### src/rtl/bn_channel_sequencer_pkg.sv
// Shared definitions for the batch-norm channel sequencer.
// Holds the sequencer state encoding, parameter-table select codes and default widths.
package bn_channel_sequencer_pkg;

  localparam int BN_DATA_W = 16;
  localparam int BN_NUM_CH = 16;
  localparam int BN_CH_W   = 4;
  localparam int BN_LEN_W  = 16;

  typedef enum logic [2:0] {
    ST_IDLE  = 3'd0,
    ST_LOAD  = 3'd1,
    ST_ISSUE = 3'd2,
    ST_DRAIN = 3'd3,
    ST_FIN   = 3'd4
  } seq_state_t;

  localparam logic [1:0] CFG_SEL_GAMMA = 2'd0;
  localparam logic [1:0] CFG_SEL_BETA  = 2'd1;
  localparam logic [1:0] CFG_SEL_MEAN  = 2'd2;
  localparam logic [1:0] CFG_SEL_VAR   = 2'd3;

endpackage

### src/rtl/bn_channel_sequencer_param_table.sv
// Per-channel batch-norm parameter store: NUM_CH x 4 registers, one write port and
// one channel-indexed read port returning all four parameters at once.
module bn_param_table
  import bn_channel_sequencer_pkg::*;
#(
  parameter int DATA_W = BN_DATA_W,
  parameter int NUM_CH = BN_NUM_CH,
  parameter int CH_W   = BN_CH_W
) (
  input  logic              clk,
  input  logic              rst_n,
  input  logic              wr_en,
  input  logic [CH_W-1:0]   wr_ch,
  input  logic [1:0]        wr_sel,
  input  logic [DATA_W-1:0] wr_data,
  input  logic [CH_W-1:0]   rd_ch,
  output logic [DATA_W-1:0] rd_gamma,
  output logic [DATA_W-1:0] rd_beta,
  output logic [DATA_W-1:0] rd_mean,
  output logic [DATA_W-1:0] rd_variance
);

  logic [DATA_W-1:0] mem [NUM_CH][4];

  always_ff @(posedge clk or negedge rst_n) begin
    if (!rst_n) begin
      for (int c = 0; c < NUM_CH; c++) begin
        for (int s = 0; s < 4; s++) begin
          mem[c][s] <= '0;
        end
      end
    end else if (wr_en) begin
      mem[wr_ch][wr_sel] <= wr_data;
    end
  end

  assign rd_gamma    = mem[rd_ch][CFG_SEL_GAMMA];
  assign rd_beta     = mem[rd_ch][CFG_SEL_BETA];
  assign rd_mean     = mem[rd_ch][CFG_SEL_MEAN];
  assign rd_variance = mem[rd_ch][CFG_SEL_VAR];

endmodule

### src/rtl/bn_channel_sequencer.sv
// Sequences a channel-major activation stream through the BN unit, presenting each
// channel's parameters and only switching them once that channel has fully drained.
module bn_channel_sequencer
  import bn_channel_sequencer_pkg::*;
#(
  parameter int DATA_W = BN_DATA_W,
  parameter int NUM_CH = BN_NUM_CH,
  parameter int CH_W   = BN_CH_W,
  parameter int LEN_W  = BN_LEN_W
) (
  input  logic              clk,
  input  logic              rst_n,
  input  logic              cfg_wr_en,
  input  logic [CH_W-1:0]   cfg_wr_ch,
  input  logic [1:0]        cfg_wr_sel,
  input  logic [DATA_W-1:0] cfg_wr_data,
  input  logic              start,
  input  logic [CH_W:0]     num_ch,
  input  logic [LEN_W-1:0]  elems_per_ch,
  output logic              busy,
  output logic              done,
  input  logic [DATA_W-1:0] in_data,
  input  logic              in_valid,
  output logic              in_ready,
  output logic [DATA_W-1:0] bn_data,
  output logic              bn_valid,
  input  logic              bn_ready,
  output logic [DATA_W-1:0] gamma,
  output logic [DATA_W-1:0] beta,
  output logic [DATA_W-1:0] mean,
  output logic [DATA_W-1:0] variance,
  input  logic [DATA_W-1:0] bn_out_data,
  input  logic              bn_out_valid,
  output logic              bn_out_ready,
  output logic [DATA_W-1:0] out_data,
  output logic              out_valid,
  input  logic              out_ready,
  output logic [CH_W-1:0]   out_ch,
  output logic              out_last
);

  seq_state_t        state, state_next;
  logic [CH_W-1:0]   cur_ch;
  logic [CH_W:0]     num_ch_r;
  logic [LEN_W-1:0]  elems_r;
  logic [LEN_W-1:0]  elems_m1;
  logic [LEN_W-1:0]  issued;
  logic [LEN_W-1:0]  returned;
  logic [DATA_W-1:0] tbl_gamma, tbl_beta, tbl_mean, tbl_variance;
  logic              issue_phase, ret_phase;
  logic              issue_fire, ret_fire;
  logic              last_ch, issue_last, drain_done, empty_run;

  // Table writes are locked out for the whole run so a channel's parameters stay coherent.
  bn_param_table #(
    .DATA_W (DATA_W),
    .NUM_CH (NUM_CH),
    .CH_W   (CH_W)
  ) u_table (
    .clk         (clk),
    .rst_n       (rst_n),
    .wr_en       (cfg_wr_en & ~busy),
    .wr_ch       (cfg_wr_ch),
    .wr_sel      (cfg_wr_sel),
    .wr_data     (cfg_wr_data),
    .rd_ch       (cur_ch),
    .rd_gamma    (tbl_gamma),
    .rd_beta     (tbl_beta),
    .rd_mean     (tbl_mean),
    .rd_variance (tbl_variance)
  );

  assign issue_phase = (state == ST_ISSUE);
  assign ret_phase   = (state == ST_ISSUE) || (state == ST_DRAIN);
  assign busy        = (state == ST_LOAD) || ret_phase;
  assign done        = (state == ST_FIN);

  assign bn_data     = in_data;
  assign bn_valid    = issue_phase & in_valid;
  assign in_ready    = issue_phase & bn_ready;
  assign issue_fire  = bn_valid & bn_ready;

  // Results are only accepted while a channel is in flight; anything else is stale.
  assign out_data     = bn_out_data;
  assign out_valid    = ret_phase & bn_out_valid;
  assign bn_out_ready = ret_phase & out_ready;
  assign ret_fire     = out_valid & out_ready;

  assign elems_m1   = elems_r - LEN_W'(1);
  assign last_ch    = ((CH_W+1)'(cur_ch) + (CH_W+1)'(1)) == num_ch_r;
  assign issue_last = issue_fire && (issued == elems_m1);
  assign drain_done = (returned == elems_r) || (ret_fire && (returned == elems_m1));
  assign empty_run  = (num_ch == '0) || (elems_per_ch == '0);
  assign out_ch     = cur_ch;
  assign out_last   = out_valid && last_ch && (returned == elems_m1);

  always_ff @(posedge clk or negedge rst_n) begin
    if (!rst_n) begin
      state <= ST_IDLE;
    end else begin
      state <= state_next;
    end
  end

  always_comb begin
    state_next = state;
    case (state)
      ST_IDLE:  if (start) state_next = empty_run ? ST_FIN : ST_LOAD;
      ST_LOAD:  state_next = ST_ISSUE;
      ST_ISSUE: if (issue_last) state_next = ST_DRAIN;
      ST_DRAIN: if (drain_done) state_next = last_ch ? ST_FIN : ST_LOAD;
      ST_FIN:   state_next = ST_IDLE;
      default:  state_next = ST_IDLE;
    endcase
  end

  // Counter clears on a channel switch are placed last so they win over a same-cycle return.
  always_ff @(posedge clk or negedge rst_n) begin
    if (!rst_n) begin
      cur_ch   <= '0;
      num_ch_r <= '0;
      elems_r  <= '0;
      issued   <= '0;
      returned <= '0;
      gamma    <= '0;
      beta     <= '0;
      mean     <= '0;
      variance <= '0;
    end else begin
      if (state == ST_LOAD) begin
        gamma    <= tbl_gamma;
        beta     <= tbl_beta;
        mean     <= tbl_mean;
        variance <= tbl_variance;
      end
      if (issue_fire) begin
        issued <= issued + LEN_W'(1);
      end
      if (ret_fire) begin
        returned <= returned + LEN_W'(1);
      end
      if ((state == ST_IDLE) && start) begin
        num_ch_r <= num_ch;
        elems_r  <= elems_per_ch;
        cur_ch   <= '0;
        issued   <= '0;
        returned <= '0;
      end
      if ((state == ST_DRAIN) && drain_done && !last_ch) begin
        cur_ch   <= cur_ch + CH_W'(1);
        issued   <= '0;
        returned <= '0;
      end
    end
  end

endmodule

### config.mk
export PLATFORM = sky130hd
export DESIGN_NAME = bn_channel_sequencer
export DESIGN_NICKNAME = d
export VERILOG_FILES = /design/src/rtl/bn_channel_sequencer_pkg.sv /design/src/rtl/bn_channel_sequencer_param_table.sv /design/src/rtl/bn_channel_sequencer.sv
export SDC_FILE = /design/constraint.sdc
export NUM_CORES = 2
export LEC_CHECK = 0
export CELL_PAD_IN_SITES_DETAIL_PLACEMENT = 0
export CELL_PAD_IN_SITES_GLOBAL_PLACEMENT = 1
export CORE_ASPECT_RATIO = 1.1
export CORE_MARGIN = 2
export CORE_UTILIZATION = 51
export DETAILED_ROUTE_END_ITERATION = 6
export GPL_ROUTABILITY_DRIVEN = 0
export PLACE_DENSITY = 0.81
export SLEW_MARGIN = 25
export SYNTH_ARGS = -nofsm -noshare
export SYNTH_HDL_FRONTEND = slang
export SYNTH_SLANG_ARGS = --single-unit
### constraint.sdc
create_clock -name clk -period 4 [get_ports clk]
set_input_delay 1.2 -clock clk [delete_from_list [all_inputs] [get_ports clk]]
set_output_delay 1.2 -clock clk [all_outputs]
set_load 0.03 [all_outputs]
* After elaboration in Yosys (flattened, before gate mapping)
Cells that the tools add are included.
** Word-level totals
- Register bits after elaboration :: 1148
- Bits of input ports :: 83
** Cells by class
- Magnitude comparators :: 5
- Multiplexer cells :: 22
- Add/sub/neg operators :: 5
- Equal/unequal tests :: 11
- Reduce and logical (&&, ||, !) cells :: 21
- Bitwise gates (word level) :: 11
** Operators with widths (count)
- 1024-bit bitwise mux :: 1
- 64-bit binary-select mux with 4-bit select :: 1
- 64-bit demux with 4-bit select :: 1
- 64-bit 2-to-1 mux :: 3
- 16-bit 2-to-1 mux :: 7
- 16-bit == test :: 3
- 16-bit by 1-bit adder with 16-bit output, second input constant :: 2
- 16-bit demux with 2-bit select :: 1
- 16-bit zero test :: 1
- 16-bit by 1-bit subtractor with 16-bit output, second input constant :: 1
- 3-bit 2-to-1 mux :: 5
- 3-bit one-hot mux with 4 select lines :: 1
- 5-bit >= comparator, second input constant :: 2
- 4-bit NOT with 5-bit output :: 2
- 1-bit logical AND :: 9
- 4-bit 2-to-1 mux :: 2
- 1-bit AND :: 7
- 3-bit by 2-bit == test with 1-bit output, second input constant :: 2
- 3-bit nonzero test :: 2
- 4-bit by 1-bit adder with 5-bit output, second input constant :: 1
- 5-bit == test :: 1
- 5-bit zero test :: 1
- 5-bit by 1-bit < comparator with 1-bit output, second input constant :: 1
- 4-bit by 1-bit adder with 4-bit output, second input constant :: 1
- 13 further kinds :: 17

* Depth between registers and ports, before layout
- Depth in word-level cells :: 9
- Mapped depth :: 11
- Depth with buffers taken out :: 9

* Modules after synthesis
Synthesis repeated with hierarchy kept, for this count alone.
** Unflattened totals
- Cells, all modules :: 3477
- Area, all modules :: 52646.7 µm²
** Modules (own cells, without submodules)
- bn_param_table :: sequential area each 25624.6 µm², area an instance 46017.9 µm², times used 1, cells each 2866
- bn_channel_sequencer :: sequential area each 3103.0 µm², area an instance 6628.9 µm², times used 1, cells each 611

* Least setup slack after synthesis
Ideal clock, no wire load.
- Kind :: register -> output
- From :: reg elems_r[10]
- To :: out out_last
- Data arrival time :: 3.228 ns
- Slack :: -0.428 ns
- Cell stages (with the launch flop) :: 9
- Path through :: dfrtp_1 buf_4 or4_1 buf_2 or4_1 a211oi_2 o211ai_1 or3_1 nor4_1
** On the way
- Longest elaborated chain between the ends :: 3
** Ends and longest elaborated chain
- from (decl) :: line bn_channel_sequencer.sv:45 : logic [LEN_W-1:0] elems_r;
- from (signal assigned) :: line bn_channel_sequencer.sv:144 : elems_r <= elems_per_ch;
- 16-bit by 1-bit subtractor with 16-bit output :: line bn_channel_sequencer.sv:89 : assign elems_m1 = elems_r - LEN_W'(1);
- 16-bit == test :: line bn_channel_sequencer.sv:95 : assign out_last = out_valid && last_ch && (returned == elems_m1);
- 1-bit logical AND :: line bn_channel_sequencer.sv:95
- to (decl) :: line bn_channel_sequencer.sv:39 : output logic out_last
No other way between the ends.

* Worst setup path after layout
- From :: reg elems_r[9]
- To :: out out_last
Same word-level chain as after synthesis.

==> Flow_metrics.wiki <==
{| class="wikitable"
! Metric !! Value
|-
| Run status || finished with violations
|-
| Failing checks || setup timing
|-
| Most common cell after layout, fill and taps aside || dfrtp_1
|-
| Endpoints failing setup || 1
|-
| CP Data Arrival Time || 3130 ps
|-
| Cell count after synthesis || ~3900
|-
| Power share of the sequential group || 0.407
|-
| Crit start category || flip-flop
|-
| Antenna viol nets, final || 0
|-
| Hold Vio Cnt, Final || 0
|-
| Setup repair after global routing missed its margin || true
|-
| Worst IR Drop VDD || roughly 0.38 mV
|-
| Horizontal die dimension || slightly above 300 um
|-
| Gr ovfl total || 0
|-
| Switching fraction of total power || 0.309
|-
| Synthesized cell area || roughly 53000 sq um
|-
| Number of synthesized flops with an enable pin || 0
|-
| Vias per std cell || about 6
|-
| Syn_nets || 3949
|-
| Met1 Wirelength || about 57000 um
|-
| Largest net degree at the start of global routing || 127
|-
| CP Capture Type || output pin
|-
| Final sum of negative setup slack || -332 ps
|-
| DRC violations left || 0
|-
| TritonCTS Sinks || approximately 1100
|-
| Final Non-Filler Cells || 5384
|-
| Worst-path cell chain || or4_4 -> or4_4 -> a211oi_4 -> o211ai_1 -> or3_4 -> nor4_4 -> buf_6
|-
| Max transition margin || 0.257
|-
| Combinational Power Share || 0.247
|-
| CP Max Fanout || 2
|-
| Number of pins exceeding their max-slew limit in the final report || 0
|-
| Clock tree from TritonCTS || built
|-
| Share of Yosys cell area claimed by the top area cell type || 0.544
|-
| Crit path buf inv count || 1
|-
| Die Height || ~340 um
|-
| Max Used Layer || met4
|-
| H-Tree Depth || 3
|-
| Fraction of registers with async set/reset || 1.00
|-
| Library cell appearing most often on the critical path || or4_4
|-
| Io pins || 190
|-
| Initial antenna violation count || 9
|-
| Net total in the final layout || 4000
|-
| Deepest clock path buffer count || 3
|-
| Fill count || 8141
|-
| Number of warnings printed during yosys synthesis || 0
|-
| Final Routed Wirelength || around 130000 um
|-
| Cell family contributing the most delay on the critical path || simple AND/OR/NAND/NOR gates
|-
| Post-synth top area cell || dfrtp_1
|-
| Final Critical Period || 4330 ps
|-
| Clk_skew || 16.5 ps
|-
| Pwr/cell area || between 500 and 600 nW/um^2
|-
| Delay of the slowest cell on the worst path || between 500 and 600 ps
|-
| Met3 wire len || 5340 um
|-
| Overall via count from detail_route || between 30000 and 40000
|-
| Clock slew at reported path FFs || 60 ps
|-
| Drt wl/cell || approximately 24 um
|-
| Share of power burned in the clock network || 0.346
|-
| Wire length of the first global-routing pass || between 200000 and 250000 um
|-
| Vias in the first global route || approximately 33000
|-
| Switching power total || between 0.009 and 0.01 W
|-
| Share of layout cells above drive strength 1 || 0.399
|-
| Starting density of the core || 0.515
|-
| Cell Rows || ~120
|-
| Cell at the slowest stage of the critical path || or4_4
|-
| TritonRoute pass-1 iters || 5
|-
| Data required time of the worst path || roughly 2800 ps
|-
| Max_cap viols || 0
|-
| Clock latency reported for the late side of the worst-skew pair || between 600 and 700 ps
|-
| Core box area || 102000 sq um
|-
| Most frequent cells in the layout || 1144 x dfrtp_1, 1024 x mux2_2, 282 x nand2_1, 260 x mux2i_1, 194 x o221ai_1
|-
| Class of the worst hold path || reg2reg
|-
| Setup slack of the critical path after layout || -332 ps
|-
| Main area contributors after synthesis || dfrtp_1 54%, mux2_2 22%, mux4_2 5.5%
|-
| Master cell of the clock root buffer || clkbuf_16
|-
| Dominant synthesized flop cell || dfrtp_1
|-
| Hold buffer count at CTS || 0
|-
| Dpl cells || around 5200
|-
| Period utilization || 1.08
|-
| Static power due to leakage || about 28 nW
|-
| DP Wirelength || roughly 80000 um
|-
| Synth Register Bits || approximately 1100
|-
| Synthesis-to-layout area growth || 14.7%
|-
| Total die area || 106000 sq um
|-
| Mean Syn Cell Area || 13.7 sq um
|-
| Number of CTS-inserted buffers || roughly 120
|-
| Total internal power || approximately 0.022 W
|-
| Unique masters post-synth || between 50 and 60
|-
| Worst slew pin tran || 1110 ps
|-
| Maximum clock frequency || ~0.23 GHz
|-
| Sequential element share of the synthesized area || 0.544
|-
| Port Buffer Count || around 130
|-
| Setup Crit Path Kind || reg2out
|-
| Combined global-route utilization of all metal layers || 0.249
|-
| Wire length on met2 || ~65000 um
|-
| Detailed Route Iter0 Violations || around 2300
|}
stage by stage:
step	setup WS (ps)	hold WS (ps)	cell area (sq um)	power (W)	util
CTS	-311	484	60500	0.0326	0.591
global route	-431	504	60600	0.0337	0.591
detailed placement	-79.8	471	56500	0.0213	0.551
finish	-332	476	60600	0.0323	0.591
global placement	-106	463	56500	0.0212	0.551
floorplan	36.2	465	52800	0.0184	-
sequential cells by signal, indices dropped and copies added, names as in the netlist:
signal	cells
mean	16
issued	16
variance	16
out_ch	4
gamma	16
returned	16
u_table.mem	1024
beta	16
elems_r	16
num_ch_r	5
state	3
cells in the mapped netlist, types with 2 or more instances:
master	n
a22o_1	2
nand2_1	283
nand3_1	34
a31oi_1	2
nand4b_1	2
o21bai_1	2
buf_2	24
o21ai_0	75
a21oi_1	10
mux4_2	128
nor2_1	86
nand4_1	12
nand3b_1	4
nor4_1	13
o21a_1	3
mux2_2	1024
buf_6	4
or3_1	6
ha_1	4
and2_1	4
clkbuf_1	234
buf_4	33
o211ai_1	3
a211oi_1	2
dfrtp_1	1148
or4_1	3
xor2_1	32
mux2i_1	260
nor4b_1	2
and3_1	9
nor2b_1	9
nor3b_1	4
xnor2_1	44
nor3_1	41
nand2b_1	6
buf_1	78
o22ai_1	2
o31ai_1	5
inv_1	12
o221ai_1	195
and4_1	2
o2111ai_1	2
tightest hold or removal path, cell delays in order (launching register included):
cell	delay, ps
dfrtp_1	340
nand2_1	50
o21ai_0	60
final cells by class:
type                    instances  area (sq um)  share of cell area
flip-flops and latches       1148         28700               0.475
multi-input cells            2329         22600               0.374
clock buffers                 179          3560              0.0588
repair buffers                307          3460              0.0572
well taps                    1375          1720              0.0284
clock inverters                31           395             0.00653
inverters                      12          45.0            0.000744
diodes                          3          7.51            0.000124
power by group through the flow:
stage          clock network, W  registers [W]  logic (W)
6_report                 0.0112         0.0131    0.00798
5_1_grt                  0.0119         0.0133    0.00860
4_1_cts                  0.0114         0.0131    0.00804
3_5_place_dp                  0         0.0133    0.00796
3_3_place_gp                  0         0.0133    0.00789
2_1_floorplan                 0         0.0133    0.00510
cells by family (layout without fill, tap and decap cells):
group | after synthesis | count (layout) | share of synthesized area
AO/OA/AOI/OAI | 312 | 312 | 0.0452
XOR/XNOR | 76 | 76 | 0.0126
adder cells (fa/ha/maj) | 4 | 4 | 0.000948
buffers and inverters | 385 | 529 | 0.0309
flip-flops | 1148 | 1148 | 0.544
multiplexers | 1412 | 1412 | 0.322
other | 0 | 3 | 0
AND/OR/NAND/NOR | 525 | 525 | 0.0440
routing by layer:
metal  track usage  vias up
li1              -    14200
met1         0.340    17200
met2         0.417      678
met3        0.0302      207
met4        0.0844        0
met5             0        -
final timing paths:
kind,slack [ps],cells after the start,from,end
min reg2reg,480,2,mean[3],mean[3]
max,-330,7,elems_r[9],out_last
max in group asynchronous,2450,2,rst_n,u_table.mem[938]
min,480,2,mean[3],mean[3]
min in group asynchronous,510,1,rst_n,u_table.mem[1009]
max reg2reg,760,6,out_ch[0],beta[2]
repair_timing:
action                                  in CTS  in global routing
gates cloned                                 0                  0
resized for setup                            9                  1
setup buffers                                3                  0
endpoints found under the setup margin       1                  1
pin swaps                                    4                  0
hold endpoints to repair                     0                  0
No activity file was read; power rests on OpenSTA's default activity.
